File: src/rtl/io_hub.sv
// io_hub: memory-mapped I/O window with debounced input channels,
// register-backed output channels and a sticky change-flag interrupt.
module io_hub #(
  parameter int unsigned IN_CH   = 2,
  parameter int unsigned OUT_CH  = 2,
  parameter int unsigned CH_W    = 16,
  parameter int unsigned DEB_CYC = 4,
  parameter logic [31:0] IO_BASE = 32'hFFFFFC00
) (
  input  logic                     clock,
  input  logic                     reset,
  input  logic [31:0]              addr,
  input  logic                     io_read,
  input  logic                     io_write,
  input  logic [31:0]              wdata,
  output logic [31:0]              rdata,
  input  logic [IN_CH*CH_W-1:0]    sw_in,
  output logic [OUT_CH*CH_W-1:0]   led_out,
  output logic                     irq
);

  localparam int unsigned    CW       = $clog2(DEB_CYC + 1);
  localparam logic [CW-1:0]  CNT_LAST = CW'(DEB_CYC - 1);
  localparam logic [4:0]     W_MASK   = 5'd30;
  localparam logic [4:0]     W_FLAG   = 5'd31;

  logic             hit;
  logic             rd_en;
  logic             wr_en;
  logic [4:0]       word;
  logic [31:0]      rd_val;

  logic [CH_W-1:0]  out_q  [OUT_CH];
  logic [CH_W-1:0]  s1     [IN_CH];
  logic [CH_W-1:0]  s2     [IN_CH];
  logic [CH_W-1:0]  stable [IN_CH];
  logic [CW-1:0]    cnt    [IN_CH];

  logic [IN_CH-1:0] irq_mask;
  logic [IN_CH-1:0] chg_flag;
  logic [IN_CH-1:0] deb_done;
  logic [IN_CH-1:0] clr;

  // Byte-lane bits and upper write-data bits are intentionally not decoded.
  logic unused_bits;
  assign unused_bits = ^{addr[1:0], wdata};

  assign hit   = (addr[31:7] == IO_BASE[31:7]);
  assign word  = addr[6:2];
  assign rd_en = io_read & hit;
  assign wr_en = io_write & hit;
  assign irq   = |(chg_flag & irq_mask);

  // Debounce completion: input disagrees with stable value for the final count.
  always_comb begin
    deb_done = '0;
    for (int unsigned k = 0; k < IN_CH; k++) begin
      deb_done[k] = (s2[k] != stable[k]) && (cnt[k] == CNT_LAST);
    end
  end

  // Write-1-to-clear mask for the change flags.
  always_comb begin
    clr = '0;
    if (wr_en && word == W_FLAG) clr = wdata[IN_CH-1:0];
  end

  // Per-channel two-flop synchroniser and debounce counter.
  always_ff @(posedge clock) begin
    for (int unsigned k = 0; k < IN_CH; k++) begin
      if (reset) begin
        s1[k]     <= '0;
        s2[k]     <= '0;
        stable[k] <= '0;
        cnt[k]    <= '0;
      end else begin
        s1[k] <= sw_in[k*CH_W +: CH_W];
        s2[k] <= s1[k];
        if (s2[k] == stable[k]) begin
          cnt[k] <= '0;
        end else if (deb_done[k]) begin
          stable[k] <= s2[k];
          cnt[k]    <= '0;
        end else begin
          cnt[k] <= cnt[k] + 1'b1;
        end
      end
    end
  end

  // Output registers, interrupt mask and sticky change flags (set beats clear).
  always_ff @(posedge clock) begin
    if (reset) begin
      for (int unsigned k = 0; k < OUT_CH; k++) out_q[k] <= '0;
      irq_mask <= '0;
      chg_flag <= '0;
    end else begin
      for (int unsigned k = 0; k < OUT_CH; k++) begin
        if (wr_en && 32'(word) == k) out_q[k] <= wdata[CH_W-1:0];
      end
      if (wr_en && word == W_MASK) irq_mask <= wdata[IN_CH-1:0];
      chg_flag <= (chg_flag & ~clr) | deb_done;
    end
  end

  // Read mux over pre-write register values, zero-extended to 32 bits.
  always_comb begin
    rd_val = '0;
    for (int unsigned k = 0; k < OUT_CH; k++) begin
      if (32'(word) == k) rd_val[CH_W-1:0] = out_q[k];
    end
    for (int unsigned k = 0; k < IN_CH; k++) begin
      if (32'(word) == k + 16) rd_val[CH_W-1:0] = stable[k];
    end
    if (word == W_MASK) rd_val[IN_CH-1:0] = irq_mask;
    if (word == W_FLAG) rd_val[IN_CH-1:0] = chg_flag;
  end

  // Registered read data, held on cycles without a hit read.
  always_ff @(posedge clock) begin
    if (reset)      rdata <= '0;
    else if (rd_en) rdata <= rd_val;
  end

  // Pack output channel registers onto the led bus.
  always_comb begin
    led_out = '0;
    for (int unsigned k = 0; k < OUT_CH; k++) begin
      led_out[k*CH_W +: CH_W] = out_q[k];
    end
  end

endmodule

File: config.mk
export PLATFORM = sky130hd
export DESIGN_NAME = io_hub
export DESIGN_NICKNAME = d
export VERILOG_FILES = /design/src/rtl/io_hub.sv
export SDC_FILE = /design/constraint.sdc
export NUM_CORES = 1
export LEC_CHECK = 0
export ABC_CLOCK_PERIOD_IN_PS = 2400
export BUFFER_PORTS_ARGS = -buffer_cell sky130_fd_sc_hd__buf_2
export CORE_ASPECT_RATIO = 1.2
export CORE_UTILIZATION = 40
export CTS_CLUSTER_SIZE = 12
export DETAILED_ROUTE_END_ITERATION = 16
export PLACE_DENSITY = 0.66
export SETUP_SLACK_MARGIN = 0.1
export SLEW_MARGIN = 20
export SYNTH_ARGS = -nofsm -noshare
export SYNTH_HDL_FRONTEND = slang
export SYNTH_SLANG_ARGS = --single-unit
File: constraint.sdc
create_clock -name clock -period 2.4 [get_ports clock]
set_clock_uncertainty 0.1 [all_clocks]
set_input_delay 0.12 -clock clock [delete_from_list [all_inputs] [get_ports clock]]
set_output_delay 0.12 -clock clock [all_outputs]
set_load 0.01 [all_outputs]
==> results.md, run 1 <==
- Reg-to-reg slack, setup: 0.35 ns
- VDD IR max: 387 µV
- Clock Latency Late Sink: 0.42 ns
- Vias in the first global route: 4,315
- Slew headroom: 46.3%
- N_diodes: 0
- Post-route minimum period: 2.05 ns
- Worst r2r dst: stable[1][8]
- Via density: 4.81
- TritonCTS Buffers: 17
- Share of layout cells above drive strength 1: 26.8%
- Most frequent cell after synthesis: dfxtp_1
- Core box area: 0.0151 mm²
- Per-cell routed wire length: 15.3 µm
- First-pass GRT wire length: 21,800 µm
- Pre-antenna DRT Iters: 5
- Placer Congestion: 0.828
- Row count: 49
- I/O pin cnt: 165
- RSZ-0062 raised after global routing: no
- Worst Path Buf+Inv: 0
- Die Y: 139 µm
- Hold path depth: 2
- Initial Util: 41.4%
- Worst-margin pin slew: 0.806 ns
- Final net count: 808
- HPWL after detailed placement: 10,500 µm
- Max Clock Freq: 488 MHz
- PD cells: 744 mW/mm²
- Die area: 0.0162 mm²
- Seq/Total Area, Yosys: 60.4%
- CTS tree: built
- Layout Utilization: 54.2%
- CP peak stage delay: 0.46 ns
- Yosys warning total: 0
- Worst setup startpoint: stable[1][5]
- Routed WL: 14,100 µm
- Critical path's top delay family: simple AND/OR/NAND/NOR gates
- Gr ovfl total: 0
- Syn Area/Cell: 12.1 µm²
- Clock sink total: 154
- Post-route cell area: 0.00821 mm²
- Final setup fails: 0
- Vias after detailed routing: 4,430
- Critical path class: flip-flop to flip-flop
- Initial antenna violation count: 0
- Starting DRT DRC Count: 280
- Post-Syn Area: 0.00627 mm²
- Post-synth top cells: 84 x dfxtp_1, 70 x edfxtp_1, 64 x nor2b_1, 32 x xnor2_1, 24 x nor3_1
- Worst EP required: 2.37 ns
- Total track usage: 18.2%
- Antenna Nets Post-Route: 0
- EDFF count, synth: 70
- CP Cell Sequence: xnor2_1 -> nand4_1 -> o41ai_1 -> nand2_2
- CP max stage cell: o41ai_1
- Number of max-cap violations: 0
- Seq cells post-synth: 154
- DRC Markers: 0
- Crit path max fanout: 16
- Period utilisation layout: 85.4%
- Reg2Reg Launch Point: stable[1][5]
- Worst hold path type: input port to flip-flop
- Synth Instances: 519
- Worst Setup EP: stable[1][8]
- Max Transition Viols Final: 0
- Post-CTS setup buffer count: 0
- Cell taking the most area after synthesis: edfxtp_1
- Yosys cell types: 40
- CTS Root Cell: clkbuf_16
- Top FF cell, synth: dfxtp_1
- WP depth: 4
- Dpl cell area: 0.00713 mm²
- H-Tree Depth: 4
- Setup TNS: 0 ns
- Worst setup EP type: flip-flop
- Area Overhead vs Synth: 31.0%
- Crit path DAT: 2.02 ns
- Clock Tree Buf Depth: 2
- Width of the chip: 116 µm
- Reg clk slew, reported paths: 0.06 ns
- Lkg Pwr: 3.14 nW
- Top cells by area, synth: edfxtp_1 34%, dfxtp_1 27%, nor2b_1 6.4%
- HP Start: reset
- R2R depth: 4
- Largest net degree at the start of global routing: 66
- Final hold vios: 0
- PortBufs: 130
- Post-synth top area share: 33.5%
- Asr flop ratio synth: 0%
- Status: finished, final reports clean
- Crit path launch type: flip-flop
## state kept, by name (all words and copies together), names as in the netlist
signal    cells
rdata        16
cnt           6
chg_flag      2
irq_mask      2
s2           32
s1           32
out_q        32
stable       32
## final cells by class
class,count,area (µm²)
Fill cell,1348,6930
Timing Repair Buffer,192,1240
Inverter,21,78.8
Clock inverter,9,110
Multi-Input combinational cell,318,2250
Tap cell,204,255
Clock buffer,23,500
Sequential cell,154,3780
## timing repair
| action | CTS | global route |
|---|---|---|
| hold buffers | 47 | 0 |
| resized for setup | 0 | 1 |
| endpoints found under the hold margin | 66 | 0 |
| setup endpoints to repair | 0 | 16 |
## how the worst min path moves through the flow
stage | slack, ns | to
after global routing | 0.01 | out_q[0][30]
after detailed placement | 0.23 | s1[0][14]
after CTS | 0.004 | s1[1][0]
final | 0.02 | s1[1][0]
after floorplan | 0.15 | s1[0][0]
after global placement | 0.24 | s1[0][12]
## report_power, final
group | switching [mW] | internal (mW)
combinational | 0.233 | 0.254
clock | 1.00 | 1.68
sequential | 0.0759 | 2.86
## through the flow
step	instances	power, mW	worst slack [ns]	hold slack [ns]
final	921	6.11	0.349	0.0185
after floorplan	539	3.25	-0.131	0.148
after detailed placement	842	3.43	0.204	0.232
after CTS	921	6.16	0.170	0.00446
after global routing	921	6.33	0.201	0.0137
after global placement	842	3.41	0.312	0.236
## worst reg2reg max path, stage by stage, from the launching register on
cell and delay, ns:
edfxtp_1 0.45, xnor2_1 0.21, nand4_1 0.15, o41ai_1 0.46, nand2_2 0.34
## cell families after synthesis
family / share of synthesized area [%]
and+or+nand+nor: 18.4
DFF: 60.4
buffers and inverters: 5.33
AOI/OAI and AO/OA: 4.81
xor gates and xnor gates: 4.47
muxes: 5.67
adders and majority gates: 0.798
other: 0.120
## cell usage in the layout (no fill, tap or decap), types with 14 or more instances in the layout
cell / synthesis / layout
dfxtp_1: 84 / 84
nor2b_1: 64 / 64
clkbuf_16: 0 / 19
edfxtp_1: 70 / 70
conb_1: 2 / 22
buf_2: 3 / 129
nand2_1: 20 / 19
or3_1: 18 / 18
and2_1: 16 / 16
nand4_1: 17 / 17
dlygate4sd3_1: 0 / 47
nor3b_1: 17 / 17
nor3_1: 24 / 24
mux4_2: 14 / 14
inv_1: 20 / 20
xnor2_1: 32 / 32
a21oi_1: 16 / 16
o21ai_0: 17 / 15
buf_4: 17 / 16
## routing by layer
layer / up-vias / track usage, % / part of all wire, %
met5: - / 0 / 0
met4: 0 / 7.42 / 1.9
met3: 20 / 4.06 / 6.0
met2: 180 / 30.0 / 50
met1: 2066 / 22.9 / 42
li1: 2164 / - / -
Note: power is estimated with default switching activity, not from simulation.
==> run 2: changes to the inputs <==
--- a/config.mk
+++ b/config.mk
@@ -12,8 +12,9 @@
 export CTS_CLUSTER_SIZE = 12
 export DETAILED_ROUTE_END_ITERATION = 16
 export PLACE_DENSITY = 0.66
+export RECOVER_POWER = 25
 export SETUP_SLACK_MARGIN = 0.1
-export SLEW_MARGIN = 20
+export SLEW_MARGIN = 5
 export SYNTH_ARGS = -nofsm -noshare
 export SYNTH_HDL_FRONTEND = slang
 export SYNTH_SLANG_ARGS = --single-unit
==> results.md, run 2 (synthesis results as in run 1) <==
- Status: finished, final reports clean
- Hold Crit Endpoint: out_q[0][30]
- Antenna Nets Post-Route: 0
- Clock Tree Buf Depth: 2
- Core box area: 0.0151 mm²
- Met2 Resource Use GR: 30.0%
- Max Transition Viols Final: 0
- Initial Util: 41.4%
- Total Power: 6.11 mW
- H-Tree Depth: 4
- TritonCTS Buffers: 17
- Routed WL: 14,100 µm
- RSZ-0062 raised after global routing: no
- Worst hold path type: input port to flip-flop
- CTS Root Cell: clkbuf_16
- Crit path max fanout: 16
- Area occupied by multi-input gates: 0.00225 mm²
- Width of the chip: 116 µm
- Die Y: 139 µm
- Post-route minimum period: 2.05 ns
- HPWL after detailed placement: 10,500 µm
- Reg clk slew, reported paths: 0.06 ns
- Critical path class: flip-flop to flip-flop
- Final setup margin: 0.347 ns
- Setup WS pre-CTS: 0.204 ns
- Placer Congestion: 0.828
- DRC Markers: 0
- PD cells: 745 mW/mm²
- Period utilisation layout: 85.5%
- Reg2Reg Launch Point: stable[0][0]
- Starting DRT DRC Count: 287
- Worst EP required: 2.41 ns
- Slew headroom: 15.8%
- Clock Latency Late Sink: 0.42 ns
- First-pass GRT wire length: 21,800 µm
- # fillers: 1,355
- Per-cell routed wire length: 15.3 µm
- Dpl cell area: 0.00713 mm²
- Busiest layer in global routing: met2
- Most common cell after layout, fill and taps aside: buf_2
- Die area: 0.0162 mm²
- CTS tree: built
- HP Start: wdata[14]
- Number of max-cap violations: 0
- Setup TNS: 0 ns
- Initial antenna violation count: 0
- Largest net degree at the start of global routing: 66
- Hold path depth: 2
- Reg area: 0.00378 mm²
- Reg-to-reg slack, setup: 0.35 ns
- Crit path DAT: 2.06 ns
- R2R depth: 5
- I/O pin cnt: 165
- Row count: 49
- Worst r2r dst: stable[0][9]
- Routing usage on met3: 4.06%
- M1 GR Usage: 22.9%
- Vias in the first global route: 4,315
- Post-route cell area: 0.00820 mm²
- Most frequent cells in the layout: 124 x buf_2, 84 x dfxtp_1, 70 x edfxtp_1, 64 x nor2b_1, 47 x dlygate4sd3_1
- Max Clock Freq: 487 MHz
- Crit path launch type: flip-flop
- Share of layout cells above drive strength 1: 26.1%
- Area Overhead vs Synth: 30.8%
- N_diodes: 0
- Final hold vios: 0
- Clock sink total: 154
- Gr ovfl total: 0
- Via density: 4.79
- Total track usage: 18.2%
- Pre-antenna DRT Iters: 5
- Worst-margin pin slew: 1.26 ns
- Final setup fails: 0
- Final net count: 808
- Worst setup EP type: flip-flop
- Vias after detailed routing: 4,414
- PortBufs: 130
- Lkg Pwr: 3.12 nW
- VDD IR max: 387 µV
[run 2: changes by cell type in the layout (fill, tap and decap cells not counted), sizes merged]
cell / delta
clkbuf: +7
buf: -7
[run 2: area by class of cell]
type                       instances  share of cell area, %
inverter                          21                  0.961
multi-input combinational        318                   27.4
tap                              204                   3.11
timing repair buffer             192                   14.9
clock buffer                      23                   6.10
sequential                       154                   46.1
clock inverter                     9                   1.34
[run 2: through the flow]
stage	cells	hold slack, ns	utilization, %
floorplan	539	0.148	-
global route	921	0.0137	54.2
detailed placement	842	0.232	47.1
global placement	842	0.236	47.1
finish	921	0.0300	54.2
CTS	921	0.00446	54.2
[run 2: layer usage]
metal / routed length, µm / vias up
met5: 0 / -
met4: 276 / 0
met3: 749 / 19
met2: 7010 / 171
met1: 6020 / 2060
li1: - / 2164
[run 2: where the power goes]
part           internal (mW)  total [mW]  switching [mW]  leakage [nW]
registers               2.86        2.94          0.0757          1.39
clock network           1.68        2.69            1.00         0.298
logic                  0.253       0.486           0.233          1.43
[run 2: worst max-delay path by stage]
stage,from,endpoint,slack [ns],depth (start not counted)
3_5_place_dp,stable[1][5],stable[1][8],0.20,4
4_1_cts,stable[1][5],stable[1][8],0.17,4
6_report,stable[0][0],stable[0][9],0.35,5
2_1_floorplan,addr[17],out_q[0][0],-0.13,4
5_1_grt,stable[0][4],stable[0][9],0.17,5
3_3_place_gp,stable[1][2],stable[1][12],0.31,4
[run 2: critical path: stages, from the launching register on]
cell and delay [ns]:
edfxtp_1 0.43, xnor2_1 0.18, nand4_1 0.20, o41ai_4 0.46, buf_4 0.29, nor3b_1 0.08
[run 2: repair_timing]
item | CTS | global route
hold endpoints to repair | 66 | 0
endpoints found under the setup margin | 0 | 16
resized for setup | 0 | 1
hold buffers | 47 | 0
buffers inserted | 0 | 0
